File: src/rtl/clk_gate_ctrl_if.sv
// Per-channel wake/activity handshake between requesters and the clock-gate controller.
interface clk_gate_ctrl_if #(
    parameter int unsigned CH = 4
);
    logic [CH-1:0] ch_req;
    logic [CH-1:0] ch_busy;
    logic [CH-1:0] ch_force;
    logic [CH-1:0] ch_en;
    logic [CH-1:0] ch_ack;

    // Requester side: raises activity, observes enable/ack.
    modport master (
        output ch_req,
        output ch_busy,
        output ch_force,
        input  ch_en,
        input  ch_ack
    );

    // Controller side: samples activity, drives enable/ack.
    modport slave (
        input  ch_req,
        input  ch_busy,
        input  ch_force,
        output ch_en,
        output ch_ack
    );
endinterface

File: src/rtl/clk_gate_ctrl.sv
// Multi-channel clock-gate controller: per-channel OFF/WAKE/ON/IDLE FSM with
// wake-up latency, ack handshake, idle hysteresis and scan-enable override.
module clk_gate_ctrl #(
    parameter int unsigned CH       = 4,
    parameter int unsigned IDLE_W   = 8,
    parameter int unsigned WAKE_LAT = 2
) (
    input  logic              clk_i,
    input  logic              rst_i,
    input  logic              se_i,
    input  logic [IDLE_W-1:0] cfg_idle_thr_i,
    clk_gate_ctrl_if.slave    gate,
    output logic              all_off_o
);

    localparam int unsigned WAKE_W = 4;
    // Wake counter preload; unused when WAKE_LAT is zero (OFF goes straight to ON).
    localparam logic [WAKE_W-1:0] WAKE_INIT = (WAKE_LAT == 0) ? '0 : WAKE_W'(WAKE_LAT - 1);

    typedef enum logic [1:0] {
        ST_OFF  = 2'd0,
        ST_WAKE = 2'd1,
        ST_ON   = 2'd2,
        ST_IDLE = 2'd3
    } state_t;

    state_t            state_q    [CH];
    state_t            state_d    [CH];
    logic [WAKE_W-1:0] wake_cnt_q [CH];
    logic [WAKE_W-1:0] wake_cnt_d [CH];
    logic [IDLE_W-1:0] idle_cnt_q [CH];
    logic [IDLE_W-1:0] idle_cnt_d [CH];

    logic [CH-1:0] act;
    logic [CH-1:0] en_st;
    logic [CH-1:0] ack_st;

    assign act = gate.ch_req | gate.ch_busy | gate.ch_force;

    // State and counter registers; reset aborts any channel in flight.
    always_ff @(posedge clk_i) begin
        for (int i = 0; i < int'(CH); i++) begin
            if (rst_i) begin
                state_q[i]    <= ST_OFF;
                wake_cnt_q[i] <= '0;
                idle_cnt_q[i] <= '0;
            end else begin
                state_q[i]    <= state_d[i];
                wake_cnt_q[i] <= wake_cnt_d[i];
                idle_cnt_q[i] <= idle_cnt_d[i];
            end
        end
    end

    // Per-channel next-state; counters only decrement while nonzero.
    always_comb begin
        for (int i = 0; i < int'(CH); i++) begin
            state_d[i]    = state_q[i];
            wake_cnt_d[i] = wake_cnt_q[i];
            idle_cnt_d[i] = idle_cnt_q[i];
            case (state_q[i])
                ST_OFF: begin
                    if (act[i]) begin
                        if (WAKE_LAT == 0) begin
                            state_d[i] = ST_ON;
                        end else begin
                            state_d[i]    = ST_WAKE;
                            wake_cnt_d[i] = WAKE_INIT;
                        end
                    end
                end
                ST_WAKE: begin
                    if (wake_cnt_q[i] == '0) begin
                        state_d[i] = ST_ON;
                    end else begin
                        wake_cnt_d[i] = wake_cnt_q[i] - WAKE_W'(1);
                    end
                end
                ST_ON: begin
                    if (!act[i]) begin
                        if (cfg_idle_thr_i == '0) begin
                            state_d[i] = ST_OFF;
                        end else begin
                            state_d[i]    = ST_IDLE;
                            idle_cnt_d[i] = cfg_idle_thr_i - IDLE_W'(1);
                        end
                    end
                end
                ST_IDLE: begin
                    if (act[i]) begin
                        state_d[i] = ST_ON;
                    end else if (idle_cnt_q[i] == '0) begin
                        state_d[i] = ST_OFF;
                    end else begin
                        idle_cnt_d[i] = idle_cnt_q[i] - IDLE_W'(1);
                    end
                end
                default: state_d[i] = ST_OFF;
            endcase
        end
    end

    // Output decode from state registers only.
    always_comb begin
        en_st  = '0;
        ack_st = '0;
        for (int i = 0; i < int'(CH); i++) begin
            en_st[i]  = (state_q[i] != ST_OFF);
            ack_st[i] = (state_q[i] == ST_ON) || (state_q[i] == ST_IDLE);
        end
    end

    // Scan enable overrides the gate enables only; ack and FSMs are untouched.
    assign gate.ch_en  = en_st | {CH{se_i}};
    assign gate.ch_ack = ack_st;
    assign all_off_o   = (en_st == '0) && !se_i;

endmodule
File: src/flat_wrapper.sv
// flat-port wrapper written by rule: the top's interface ports become plain ports
module clk_gate_ctrl_flat 
#(
    parameter int unsigned CH       = 4,
    parameter int unsigned IDLE_W   = 8,
    parameter int unsigned WAKE_LAT = 2
)
  (clk_i, rst_i, se_i, cfg_idle_thr_i, all_off_o, gate_ch_req, gate_ch_busy, gate_ch_force, gate_ch_en, gate_ch_ack);
  clk_gate_ctrl_if #(.CH(CH)) gate_i ();
  input  logic clk_i;
  input  logic rst_i;
  input  logic se_i;
  input  logic [IDLE_W-1:0] cfg_idle_thr_i;
  output logic all_off_o;
  input wire logic [$bits(gate_i.ch_req)-1:0] gate_ch_req;
  input wire logic [$bits(gate_i.ch_busy)-1:0] gate_ch_busy;
  input wire logic [$bits(gate_i.ch_force)-1:0] gate_ch_force;
  output wire logic [$bits(gate_i.ch_en)-1:0] gate_ch_en;
  output wire logic [$bits(gate_i.ch_ack)-1:0] gate_ch_ack;
  assign gate_i.ch_req = gate_ch_req;
  assign gate_i.ch_busy = gate_ch_busy;
  assign gate_i.ch_force = gate_ch_force;
  assign gate_ch_en = gate_i.ch_en;
  assign gate_ch_ack = gate_i.ch_ack;
  clk_gate_ctrl #(.CH(CH), .IDLE_W(IDLE_W), .WAKE_LAT(WAKE_LAT)) u_core (.clk_i(clk_i), .rst_i(rst_i), .se_i(se_i), .cfg_idle_thr_i(cfg_idle_thr_i), .gate(gate_i), .all_off_o(all_off_o));
endmodule
File: config.mk
export PLATFORM = sky130hd
export DESIGN_NAME = clk_gate_ctrl_flat
export DESIGN_NICKNAME = d
export VERILOG_FILES = /design/src/rtl/clk_gate_ctrl_if.sv /design/src/rtl/clk_gate_ctrl.sv /design/src/flat_wrapper.sv
export SDC_FILE = /design/constraint.sdc
export NUM_CORES = 1
export LEC_CHECK = 0
export BUFFER_PORTS_ARGS = -buffer_cell sky130_fd_sc_hd__buf_4
export CAP_MARGIN = 20
export CORE_UTILIZATION = 25
export DETAILED_ROUTE_END_ITERATION = 8
export PLACE_DENSITY = 0.52
export SETUP_SLACK_MARGIN = 0.05
export SLEW_MARGIN = 25
export SYNTH_ARGS = -nofsm -noshare
export SYNTH_HDL_FRONTEND = slang
export SYNTH_SLANG_ARGS = --single-unit
export TNS_END_PERCENT = 10
File: constraint.sdc
create_clock -name clk_i -period 2.5 [get_ports clk_i]
set_input_delay 0.375 -clock clk_i [delete_from_list [all_inputs] [get_ports clk_i]]
set_output_delay 0.375 -clock clk_i [all_outputs]
set_load 0.05 [all_outputs]
Word level (Yosys, flattened, before mapping)
Memory sizes are Yosys's and may differ from the RTL's.
Index checks and enable logic that the tools add are counted.
{ "totals": {"output_inout_bits": 9, "in_bits": 23, "mem_bits_rw": 56, "reg_bits": 0, "word_cells": 135, "n_memories": 3} }
{ "memory_table": {"columns": ["memory", "words", "width", "rd", "rd_ports_with_merged_regs", "wr", "line_no", "rtl"], "rows": [
  ["u_core.idle_cnt_q", 4, 8, 4, 0, 4, "clk_gate_ctrl.sv:31", "logic [IDLE_W-1:0] idle_cnt_q [CH];"],
  ["u_core.wake_cnt_q", 4, 4, 4, 0, 4, "clk_gate_ctrl.sv:29", "logic [WAKE_W-1:0] wake_cnt_q [CH];"],
  ["u_core.state_q", 4, 2, 4, 0, 4, "clk_gate_ctrl.sv:27", "state_t state_q [CH];"]
]} }
{ "classes": {"add_sub_neg": 9, "n_mux": 72, "bitwise": 15, "n_eq_ne": 12, "reduce_logical": 24} }
{ "op_table": {"columns": ["op", "n"], "rows": [
  ["2-to-1 mux 8 bit", 20],
  ["case mux 8 bit (2 select lines)", 4],
  ["2-to-1 mux 2 bit", 25],
  ["2-to-1 mux 4 bit", 12],
  ["logical NOT 8 bit", 5],
  ["subtractor 8 x 1 -> 8 bit, second input constant", 5],
  ["case mux 2 bit (4 select lines)", 4],
  ["case mux 4 bit (2 select lines)", 4],
  ["logical NOT 4 bit", 5],
  ["equality test 2 bit, second input constant", 8],
  ["subtractor 4 x 1 -> 4 bit, second input constant", 4],
  ["bitwise OR 1 bit", 12],
  ["bitwise OR 4 bit", 3],
  ["equality test 2 x 1 -> 1 bit, second input constant", 4],
  ["logical NOT 2 bit", 4],
  ["nonzero test 2 bit", 4],
  ["logical OR 1 bit", 4],
  ["2-to-1 mux 1 bit", 3],
  ["logical AND 1 bit", 1],
  ["logical NOT 1 bit", 1]
]} }

Logic depth before layout (Yosys ltp)
{ "depth": {"word_depth": 5, "depth_mapped": 9, "depth_no_buf": 7} }

Worst setup path before layout
Ideal clock, no wire load.
{ "synth_path": {"path_kind": "register to output", "from": "memory u_core.state_q[1][0] (netlist name)", "to": "output all_off_o", "stages_incl_launch_ff": 4, "required_ps": 2125, "t_arrival_ps": 2658, "path_buffers": 1, "slack_ps": -533, "cell_sequence": "dfxtp_1 clkbuf_1 or3_1 nor4_1"} }
{ "synth_rtl": {"columns": ["element", "line_no", "rtl"], "rows": [
  ["start: declaration", "clk_gate_ctrl.sv:27", null],
  ["end: declaration", "flat_wrapper.sv:14", "output logic all_off_o;"]
]} }

==> reports/qor.yml <==
status:
  status: "finished clean"
drt:
  drtIter0Drc: 311
  wl_per_cell_um: 14.2
  drt-total-wl_um: 9410
  drt_first_pass_iters: 5
  ant_nets: 0
  viasPerCell: 5.08
  drt_drc_violations_left: 0
  vias: 3365
power:
  seqPwrFrac_pct: 42.3
  p_comb_share_pct: 29.0
  internal-power_mw: 1.59
  leakagePower_nw: 1.50
  switching_power_mw: 0.875
  power_density_nw_per_um2: 591
  switching_share_pct: 35.5
  ir_drop_mv: 0.260
  clkPwrFrac_pct: 28.7
floorplanning:
  start_util_pct: 25.8
  ios: 32
  die_area_um2: 14900
  die_y_um: 122
  dieWidth_um: 122
  rows: 43
  core_area_um2: 14000
clock_network:
  h-tree-depth: 2
  clkTransAtPathRegs_ns: 0.07
  clkLatencyLatePin_ns: 0.31
  holdBufCountCts: 0
  cts_buffers: 5
  clockBufferDepth: 2
  clkSinkCount: 56
  cts_tree: "built"
  cts.repair_timing.setup_buffer_count: 0
  cts_resized: 0
  root_buffer: "clkbuf_16"
timing:
  relSlewSlack_pct: 54.2
  max_freq_mhz: 477
  fin_crit_ns: 2.10
  setup_tns_ns: 0
  period_share_pct: 83.8
  hold_viol_final: 0
  tightest_slew_ns: 0.687
  slew_viol_final: 0
  rsz0062_at_grt: "false"
  whs_ns: 0.438
  finalSetupViolCount: 0
  fin_worst_skew_ns: 0.00521
synth:
  synth-simple-area-share_pct: 27.6
  synth-main-ff-cell: "dfxtp_1"
  synth_area_per_cell_um2: 7.82
  synthArstFlopShare_pct: 0
  ys_ff_latch: 56
  synth_compound_area_share_pct: 23.3
  synthAdderAreaFrac_pct: 5.90
  yosysTopAreaCellShare_pct: 31.1
  synthTopCellsByCount: "dfxtp_1 (56), a21oi_1 (55), nor2_1 (44)"
  synthXorXnorAreaFrac_pct: 3.85
  syn_area_um2: 3600
  ys_warn_count: 0
  post-synth-top-count-cell: "dfxtp_1"
  yosysSeqAreaShare_pct: 31.1
  synth.largest_area_cell: "dfxtp_1"
  synth.distinct_cells: 62
  synth.mux.area_fraction_pct: 2.50
  synth_top_family_by_area: "simple AND/OR/NAND/NOR gates"
  synth_edf_count: 0
  syn-instance-count: 461
  synth_area_leaders: "dfxtp_1 (31%), a21oi_1 (7.6%), ha_1 (5.9%)"
  synth_nets: 501
grt:
  grt-ovfl-total: 0
  grtUsageTotal_pct: 13.0
  grt_pass1_wl_um: 14900
  antenna_found_initial: 0
  grt_pass1_vias: 2963
  grt_max_degree: 63
critical_path:
  path_cells: "or4_4 > nor4b_4 > a21o_1 > or2_2 > o32ai_2"
  endpoint_kind: "flip-flop"
  path_buf_inv: 0
  critPathArrivalTime_ns: 2.26
  required_ns: 2.67
  critPathLaunchType: "flip-flop"
  worst-path-max-fanout: 11
  crit_family: "simple AND/OR/NAND/NOR gates"
  slowest_stage: "or4_4"
  path_class: "reg -> reg"
  critPathMaxStageDelay_ns: 0.59
final_layout:
  area_growth_syn_to_layout_pct: 15.9
  n_antenna_cell: 0
  post-route-util_pct: 29.8
  final_layout_size_suffix_gt1_share_pct: 14.1
  nNetsFinal: 523
  multi_input_area_um2: 2290
  fillCellCount: 1507
  seq_area_um2: 1120
  layout.cells.non_filler: 663
run:
  max_cap_viol_count: 0
placement:
  gp_congestion: 0.806
  dp_hpwl_um: 6700
  dp.cells: 656
  port_buffers: 31
min_path:
  worstHoldPathType: "in -> reg"
-- layout by cell type (no fill, tap or decap), types with 5 or more instances in the layout --
cell type and instances:
ha_1 17, nand3_1 5, clkbuf_16 5, a211o_1 8, mux2i_1 9, a21oi_1 55, nand2b_1 8, o21ai_1 24
nor3_1 36, inv_1 23, nor2b_1 13, xnor2_1 5, or3_1 5, xor2_1 9, buf_4 42, dfxtp_1 56
and2_1 7, nor2_1 44, nor3b_1 5, nand2_1 25, o21ai_0 13
-- final timing paths --
path / start / to / slack [ns] / cells after the start
worst max register to register: u_core.idle_cnt_q[1][2] / u_core.idle_cnt_q[1][7] / 0.40 / 5
worst min-delay path: gate_ch_busy[1] / u_core.state_q[0][3] / 0.44 / 3
worst min register to register: u_core.idle_cnt_q[0][4] / u_core.idle_cnt_q[0][4] / 0.49 / 2
worst max-delay path: u_core.idle_cnt_q[1][2] / u_core.idle_cnt_q[1][7] / 0.40 / 5
-- worst min-delay path: stages --
cell and delay, ns:
buf_4 0.09, nor4b_2 0.05, a211oi_1 0.18
-- cell type report --
cell class | count | area share (%)
multi-input combinational | 355 | 54.9
inverter | 23 | 2.07
timing repair buffer | 42 | 7.55
clock buffer | 6 | 3.09
tap | 180 | 5.39
clock inverter | 1 | 0.120
sequential | 56 | 26.9
-- cell families (layout without fill, tap and decap cells) --
group	after synthesis	count (layout)
buffers and inverters	50	72
DFF	56	56
xor gates and xnor gates	15	15
adders and majority gates	17	17
AOI/OAI and AO/OA	134	134
and+or+nand+nor	180	180
muxes	9	9
-- layer usage --
layer	vias to the layer above	global-route usage [%]	wire length, um
li1	1695	-	-
met1	1588	17.1	4410
met2	72	21.0	4530
met3	10	2.29	319
met4	0	5.11	146
met5	-	0	0
-- state kept, by name, indices dropped and copies added (netlist names) --
name / cells
u_core.state_q: 8
u_core.wake_cnt_q: 16
u_core.idle_cnt_q: 32
-- through the flow --
| step | instance area [um^2] | worst slack (ns) | total power [mW] |
|---|---|---|---|
| floorplan | 3620 | 0.344 | 1.58 |
| global placement | 4040 | 0.274 | 1.77 |
| detailed placement | 4040 | 0.186 | 1.78 |
| CTS | 4180 | 0.425 | 2.50 |
| global route | 4180 | 0.306 | 2.61 |
| finish | 4180 | 0.404 | 2.47 |
-- power groups by stage --
stage	clock, mW	combinational [mW]	sequential [mW]
2_1_floorplan	0	0.563	1.01
3_3_place_gp	0	0.707	1.06
3_5_place_dp	0	0.715	1.06
4_1_cts	0.734	0.719	1.04
5_1_grt	0.767	0.791	1.06
6_report	0.709	0.715	1.04
(Power assumes the default switching activity.)
